File: config.mk
export PLATFORM = sky130hd
export DESIGN_NAME = accel_mem_req
export DESIGN_NICKNAME = d
export VERILOG_FILES = /design/src/rtl/cpu_pkg.sv /design/src/rtl/accel_req_fifo.sv /design/src/rtl/accel_mem_req.sv
export SDC_FILE = /design/constraint.sdc
export NUM_CORES = 1
export LEC_CHECK = 0
export CORE_AREA = 2 2 442 444
export CTS_BUF_LIST = sky130_fd_sc_hd__clkbuf_16
export DETAILED_ROUTE_END_ITERATION = 10
export DIE_AREA = 0 0 444 446
export PLACE_DENSITY = 0.33
export SYNTH_ARGS = -nofsm -noshare
export SYNTH_HDL_FRONTEND = slang
export SYNTH_SLANG_ARGS = --single-unit
File: constraint.sdc
create_clock -name clk -period 2.8 [get_ports clk]
set_input_delay 0.84 -clock clk [delete_from_list [all_inputs] [get_ports clk]]
set_output_delay 0.84 -clock clk [all_outputs]
set_load 0.02 [all_outputs]
File: src/rtl/cpu_pkg.sv
// Shared definitions for the accelerator memory-request path.
// Contents:
//   ADDR_W / WORD_W / LINE_W : address, write-word and read-line widths
//   state_e                  : request FSM states
//   req_entry_t              : one queued request {wr, addr, wdata}
package cpu_pkg;

  localparam int ADDR_W = 16;
  localparam int WORD_W = 32;
  localparam int LINE_W = 512;

  typedef enum logic [1:0] {
    ST_IDLE    = 2'd0,
    ST_ISSUE   = 2'd1,
    ST_RD_WAIT = 2'd2,
    ST_RSP     = 2'd3
  } state_e;

  typedef struct packed {
    logic              wr;
    logic [ADDR_W-1:0] addr;
    logic [WORD_W-1:0] wdata;
  } req_entry_t;

endpackage

File: src/rtl/accel_req_fifo.sv
// Request queue for accel_mem_req: DEPTH-entry FIFO of req_entry_t with
// wrapping pointers and an occupancy count 0..DEPTH.
// Ports:
//   clk, rst_n     : clock, asynchronous active-low reset
//   push           : enqueue request (accepted only when push_ready)
//   push_entry     : entry to enqueue
//   push_ready     : count != DEPTH, from the registered count
//   pop            : dequeue head (ignored when empty)
//   head           : entry at the read pointer
//   count          : registered occupancy
module accel_req_fifo
  import cpu_pkg::*;
#(
  parameter int DEPTH = 4,
  parameter int CNT_W = $clog2(DEPTH) + 1
) (
  input  logic             clk,
  input  logic             rst_n,
  input  logic             push,
  input  req_entry_t       push_entry,
  output logic             push_ready,
  input  logic             pop,
  output req_entry_t       head,
  output logic [CNT_W-1:0] count
);

  localparam int PTR_W = $clog2(DEPTH);

  req_entry_t       mem_q [DEPTH];
  logic [PTR_W-1:0] wr_ptr_q, wr_ptr_d;
  logic [PTR_W-1:0] rd_ptr_q, rd_ptr_d;
  logic [CNT_W-1:0] count_q, count_d;
  logic             push_fire;
  logic             pop_fire;

  // Readiness comes only from the registered count, so a push while full is
  // refused even if the head is popped in the same cycle.
  assign push_ready = (count_q != CNT_W'(DEPTH));
  assign push_fire  = push && push_ready;
  assign pop_fire   = pop && (count_q != '0);
  assign head       = mem_q[rd_ptr_q];
  assign count      = count_q;

  // DEPTH is a power of two, so pointer increments wrap naturally.
  always_comb begin
    wr_ptr_d = wr_ptr_q;
    rd_ptr_d = rd_ptr_q;
    count_d  = count_q;
    if (push_fire) wr_ptr_d = wr_ptr_q + PTR_W'(1);
    if (pop_fire)  rd_ptr_d = rd_ptr_q + PTR_W'(1);
    case ({push_fire, pop_fire})
      2'b10:   count_d = count_q + CNT_W'(1);
      2'b01:   count_d = count_q - CNT_W'(1);
      default: count_d = count_q;
    endcase
  end

  always_ff @(posedge clk or negedge rst_n) begin
    if (!rst_n) begin
      wr_ptr_q <= '0;
      rd_ptr_q <= '0;
      count_q  <= '0;
    end else begin
      wr_ptr_q <= wr_ptr_d;
      rd_ptr_q <= rd_ptr_d;
      count_q  <= count_d;
    end
  end

  // Storage needs no reset: an entry is only read after it has been written.
  always_ff @(posedge clk) begin
    if (push_fire) mem_q[wr_ptr_q] <= push_entry;
  end

endmodule

File: src/rtl/accel_mem_req.sv
// Accelerator memory-request front end. Queues accelerator requests and
// issues them in strict order to the datamem arbiter accel slot; reads return
// a 512-bit line through a response register held until accepted.
// Handshakes: a transfer happens on a rising edge where valid && ready are
// both 1; valid never depends combinationally on ready. req_* transfers into
// the queue; rsp_* transfers a read line out. mem_req/mem_gnt is a request /
// grant pair where a granted cycle (mem_req && mem_gnt) consumes the head.
// Ports:
//   clk, rst_n                      : clock, asynchronous active-low reset
//   req_valid/req_ready             : request handshake
//   req_wr, req_addr, req_wdata     : request payload (wr=1 word write, 0 line read)
//   mem_req, mem_gnt                : arbiter request / grant
//   mem_addr, mem_wrt_data, mem_wrt_en : arbiter accel port
//   mem_rd_data                     : line valid one cycle after a granted read
//   rsp_valid/rsp_ready             : response handshake
//   rsp_data, rsp_addr              : returned line and its address
//   busy                            : queue non-empty or FSM not idle
//   dbg_state                       : current FSM state
module accel_mem_req
  import cpu_pkg::*;
#(
  parameter int FIFO_DEPTH = 4
) (
  input  logic              clk,
  input  logic              rst_n,
  input  logic              req_valid,
  output logic              req_ready,
  input  logic              req_wr,
  input  logic [ADDR_W-1:0] req_addr,
  input  logic [WORD_W-1:0] req_wdata,
  output logic              mem_req,
  input  logic              mem_gnt,
  output logic [ADDR_W-1:0] mem_addr,
  output logic [WORD_W-1:0] mem_wrt_data,
  output logic              mem_wrt_en,
  input  logic [LINE_W-1:0] mem_rd_data,
  output logic              rsp_valid,
  input  logic              rsp_ready,
  output logic [LINE_W-1:0] rsp_data,
  output logic [ADDR_W-1:0] rsp_addr,
  output logic              busy,
  output state_e            dbg_state
);

  localparam int CNT_W = $clog2(FIFO_DEPTH) + 1;

  state_e            state_q, state_d;
  logic [LINE_W-1:0] rsp_data_q, rsp_data_d;
  logic [ADDR_W-1:0] rsp_addr_q, rsp_addr_d;
  req_entry_t        push_entry;
  req_entry_t        head;
  logic [CNT_W-1:0]  count;
  logic              pop;
  logic              push_fire;

  assign push_entry = '{wr: req_wr, addr: req_addr, wdata: req_wdata};
  assign push_fire  = req_valid && req_ready;

  accel_req_fifo #(
    .DEPTH (FIFO_DEPTH),
    .CNT_W (CNT_W)
  ) u_fifo (
    .clk        (clk),
    .rst_n      (rst_n),
    .push       (req_valid),
    .push_entry (push_entry),
    .push_ready (req_ready),
    .pop        (pop),
    .head       (head),
    .count      (count)
  );

  always_comb begin
    state_d      = state_q;
    rsp_data_d   = rsp_data_q;
    rsp_addr_d   = rsp_addr_q;
    pop          = 1'b0;
    mem_req      = 1'b0;
    mem_addr     = '0;
    mem_wrt_data = '0;
    mem_wrt_en   = 1'b0;
    rsp_valid    = 1'b0;
    case (state_q)
      ST_IDLE: begin
        if (count != '0) state_d = ST_ISSUE;
      end
      ST_ISSUE: begin
        // Without a grant the CPU owns the port; everything holds.
        mem_req      = 1'b1;
        mem_addr     = head.addr;
        mem_wrt_data = head.wdata;
        if (mem_gnt) begin
          pop = 1'b1;
          if (head.wr) begin
            mem_wrt_en = 1'b1;
            // Stay in ISSUE if anything remains after this pop, counting a
            // request that enters the queue on the same edge.
            state_d = ((count != CNT_W'(1)) || push_fire) ? ST_ISSUE : ST_IDLE;
          end else begin
            rsp_addr_d = head.addr;
            state_d    = ST_RD_WAIT;
          end
        end
      end
      ST_RD_WAIT: begin
        rsp_data_d = mem_rd_data;
        state_d    = ST_RSP;
      end
      ST_RSP: begin
        // The queue head is not issued until the line is accepted, keeping
        // later writes behind the read.
        rsp_valid = 1'b1;
        if (rsp_ready) state_d = (count != '0) ? ST_ISSUE : ST_IDLE;
      end
      default: state_d = ST_IDLE;
    endcase
  end

  always_ff @(posedge clk or negedge rst_n) begin
    if (!rst_n) begin
      state_q    <= ST_IDLE;
      rsp_data_q <= '0;
      rsp_addr_q <= '0;
    end else begin
      state_q    <= state_d;
      rsp_data_q <= rsp_data_d;
      rsp_addr_q <= rsp_addr_d;
    end
  end

  assign rsp_data  = rsp_data_q;
  assign rsp_addr  = rsp_addr_q;
  assign busy      = (count != '0) || (state_q != ST_IDLE);
  assign dbg_state = state_q;

endmodule
==> results of run 1 <==
path summary, 6_finish.rpt:
path                                    startpoint                to  depth (start not counted)
min in group asynchronous                    rst_n       rsp_addr[3]                          2
worst max register to register  u_fifo.rd_ptr_q[0]       rsp_addr[0]                          8
worst max-delay path            u_fifo.rd_ptr_q[0]  mem_wrt_data[14]                          6
worst min register to register       rsp_data[458]     rsp_data[458]                          1
max in group asynchronous                    rst_n     rsp_data[292]                          3
worst min-delay path                 rsp_data[458]     rsp_data[458]                          1
repair_timing:
item	4_1_cts	5_1_grt
hold buffers	0	1
pin swaps	40	2
gates cloned	6	0
setup buffers	15	8
resized for setup	428	20
setup endpoints to repair	130	67
endpoints found under the hold margin	0	1
metrics by stage:
stage	area (µm²)	hold slack, ps	cells	util
after floorplan	27500	475	1487	-
after global placement	42700	488	5169	0.221
after detailed placement	42700	495	5169	0.221
after CTS	46200	20.7	5369	0.239
after global routing	46200	517	5381	0.239
final	46200	499	5388	0.239
layout by cell type, fill, tap and decap left out, types with 4 or more instances in the layout:
cell type        Yosys  layout
clkbuf_16            0      96
edfxtp_1           196     196
diode_2              0      15
clkdlybuf4s50_1      0     997
clkinv_8             0       4
xnor2_1              4       4
ha_1                 9       8
buf_12               1      38
and2_4               0      48
dfrtp_1            537     534
nand2_1              4       4
clkinv_2             0      12
bufinv_16            0       5
mux4_2              49      49
dlygate4sd2_1        0      78
inv_1                6      24
mux2_4               9       9
clkinv_1             0      34
buf_8                0       5
and2_2               0       4
buf_6                1      59
mux2_2             520     520
dlymetal6s2s_1       0      15
buf_4                0      42
metal layers:
layer | vias up | part of all wire | track usage
met5 | - | 0.00063 | 0
met2 | 700 | 0.51 | 0.250
met4 | 14 | 0.031 | 0.0417
met3 | 240 | 0.076 | 0.0515
met1 | 9870 | 0.39 | 0.163
li1 | 8017 | - | -
state kept, by name, indices dropped and copies added (netlist names), named ones only:
| signal | flops |
|---|---|
| u_fifo.mem_q | 196 |
| u_fifo.wr_ptr_q | 2 |
| rsp_addr | 16 |
| u_fifo.rd_ptr_q | 2 |
| dbg_state | 1 |
| u_fifo.count | 3 |
| rsp_data | 512 |
cells by family after synthesis:
family	after synthesis	synth area share
flip-flops	733	0.703
AO/OA/AOI/OAI	6	0.00141
multiplexers	581	0.259
adder cells (fa/ha/maj)	9	0.00409
buffers and inverters	81	0.0149
XOR/XNOR	6	0.00191
AND/OR/NAND/NOR	71	0.0162
worst register-to-register path, delay by kind of cell, from the launching register on:
kind / cells / cell delay, ps
and+or+nand+nor: 1 / 150
buffers and inverters: 5 / 740
muxes: 2 / 860
DFF: 1 / 510
layout make-up:
class / count / area share
diodes: 15 / 0.000812
clock buffers: 96 / 0.0519
clock inverters: 83 / 0.0122
inverters: 6 / 0.000487
multi-input cells: 673 / 0.172
flip-flops and latches: 733 / 0.418
well taps: 2542 / 0.0688
repair buffers: 1240 / 0.276
power by group through the flow:
stage / logic [mW] / registers [mW] / clock network, mW
detailed placement: 28.0 / 18.6 / 0
CTS: 29.2 / 18.5 / 12.3
finish: 28.5 / 18.4 / 11.8
global route: 29.7 / 19.0 / 12.8
global placement: 28.1 / 18.5 / 0
floorplan: 7.54 / 22.5 / 0
==> impl_metrics.csv, run 1 <==
group,metric,value,unit
timing,fin_crit_sh,1.14,
power,p_int,35.9,mW
worst_setup_path,start_kind,"register",
timing,fin_crit,3190,ps
drt,ant_nets,0,
power,combPwrFrac,0.485,
final_layout,fill_cells,20100,
global_route,grt_pass1_vias,20600,
global_route,grt_pass1_wl,193,mm
drt,drtIter0Drc,738,
power,p_leak,18.1,nW
worst_setup_path,critPathMaxFanout,5,
global_route,grt_max_degree,100,
run,cap_violations,0,
power,seqPwrFrac,0.314,
timing,tightest_slew,668,ps
placement,port-buffer-count,1148,
clock_network,cts_tree,"done",
synthesis,ys_seq_elements,733,
placement,dp_hpwl,117,mm
final_layout,ff_latch_area,19300,µm²
worst_setup_path,critPathTopFamily,"buffers and inverters",
synthesis,syn_area,27500,µm²
drt,wire_per_inst,27.2,µm
timing,setup_slack,-392,ps
timing,slew_headroom,0.556,
synthesis,ys_types,30,
synthesis,synth_area_leaders,"dfrtp_1 49%, edfxtp_1 21%, mux2_2 21%",
placement,place_ws,-290,ps
drt,vias_per_cell,3.50,
worst_setup_path,critPathMostFrequentCell,"buf_6",
status,status,"finished with violations",
timing,drv_slew,0,
timing,rsz0062_at_grt,"yes",
worst_setup_path,reg2reg_slack,380,ps
floorplanning,die_area,198000,µm²
final_layout,area_growth,68.1,%
timing,setup_viol,49,
synthesis,synth_edf_count,196,
synthesis,yosysMostFrequentCell,"dfrtp_1",
worst_setup_path,endpoint_kind,"primary output",
floorplanning,rows,162,
worst_setup_path,crit_type,"register to primary output",
power,clock_power_share,0.201,
timing,fmax,0.313,GHz
clock_network,path_clk_slew,60,ps
drt,drc,0,
synthesis,synth_commonest_cells,"537 x dfrtp_1, 520 x mux2_2, 196 x edfxtp_1",
synthesis,synth.top_cell.area_share,0.489,
synthesis,synthArstFlopShare,0.733,
clock_network,h-tree-depth,3,
floorplanning,core-area,194000,µm²
worst_setup_path,path_cells,"buf_6, buf_12, buf_8, mux4_2, and2_4, buf_6",
synthesis,synth.avg_cell_area,18.5,µm²
global_route,grt_use_total,0.143,
clock_network,clock_sinks,733,
worst_setup_path,worstPathRequired,1960,ps
synthesis,yosysWarningCount,0,
worst_setup_path,cp.arrival,2350,ps
worst_setup_path,cpPeakStageDelay,510,ps
clock_network,numCtsBuffers,96,
clock_network,clk_latency,710,ps
timing,fin_skew,41.7,ps
placement,place.gp.congestion,0.852,
worst_setup_path,cp.buffers_inverters,4,
drt,routed_wl,146,mm
floorplanning,io_pins,1149,
final_layout,final_nets,3325,
power,switching_share,0.388,
floorplanning,die_w,444,µm
drt,dr.pass1.iters,4,
synthesis,synth_top_flop_cell,"dfrtp_1",
clock_network,cts_buffer_depth,3,
worst_setup_path,cp_slowest_cell,"dfrtp_4",
floorplanning,initial_utilization,0.142,
final_layout,drive_gt1_frac,0.324,
timing,fin_tns_setup,-14580,ps
synthesis,synth_area_leader_cell,"dfrtp_1",
final_layout,multi_input_comb_area,7940,µm²
global_route,antenna_found_initial,62,
hold_path,hold_class,"register to register",
floorplanning,fp.dieH,446,µm
synthesis,yosysSeqAreaShare,0.703,
timing,finalHoldViolCount,0,
clock_network,cts_root_buf,"clkbuf_16",
power,switchingPower,22.8,mW
global_route,overflow,0,
drt,num_vias,18800,
power,finalPower,58.7,mW
power,ir_worst_vdd,0.544,mV
synthesis,syn_inst,1487,
synthesis,synth_fp_nets,2062,
status,violations,"negative setup slack",
power,p_per_area,1270,nW/µm²
Power figures use the tool's default switching activity.
==> run 2, diff against run 1 <==
CAP_MARGIN = 20   (was not set)
==> results of run 2 <==
No change in the layout: final DEF, timing and power equal those of run 1.
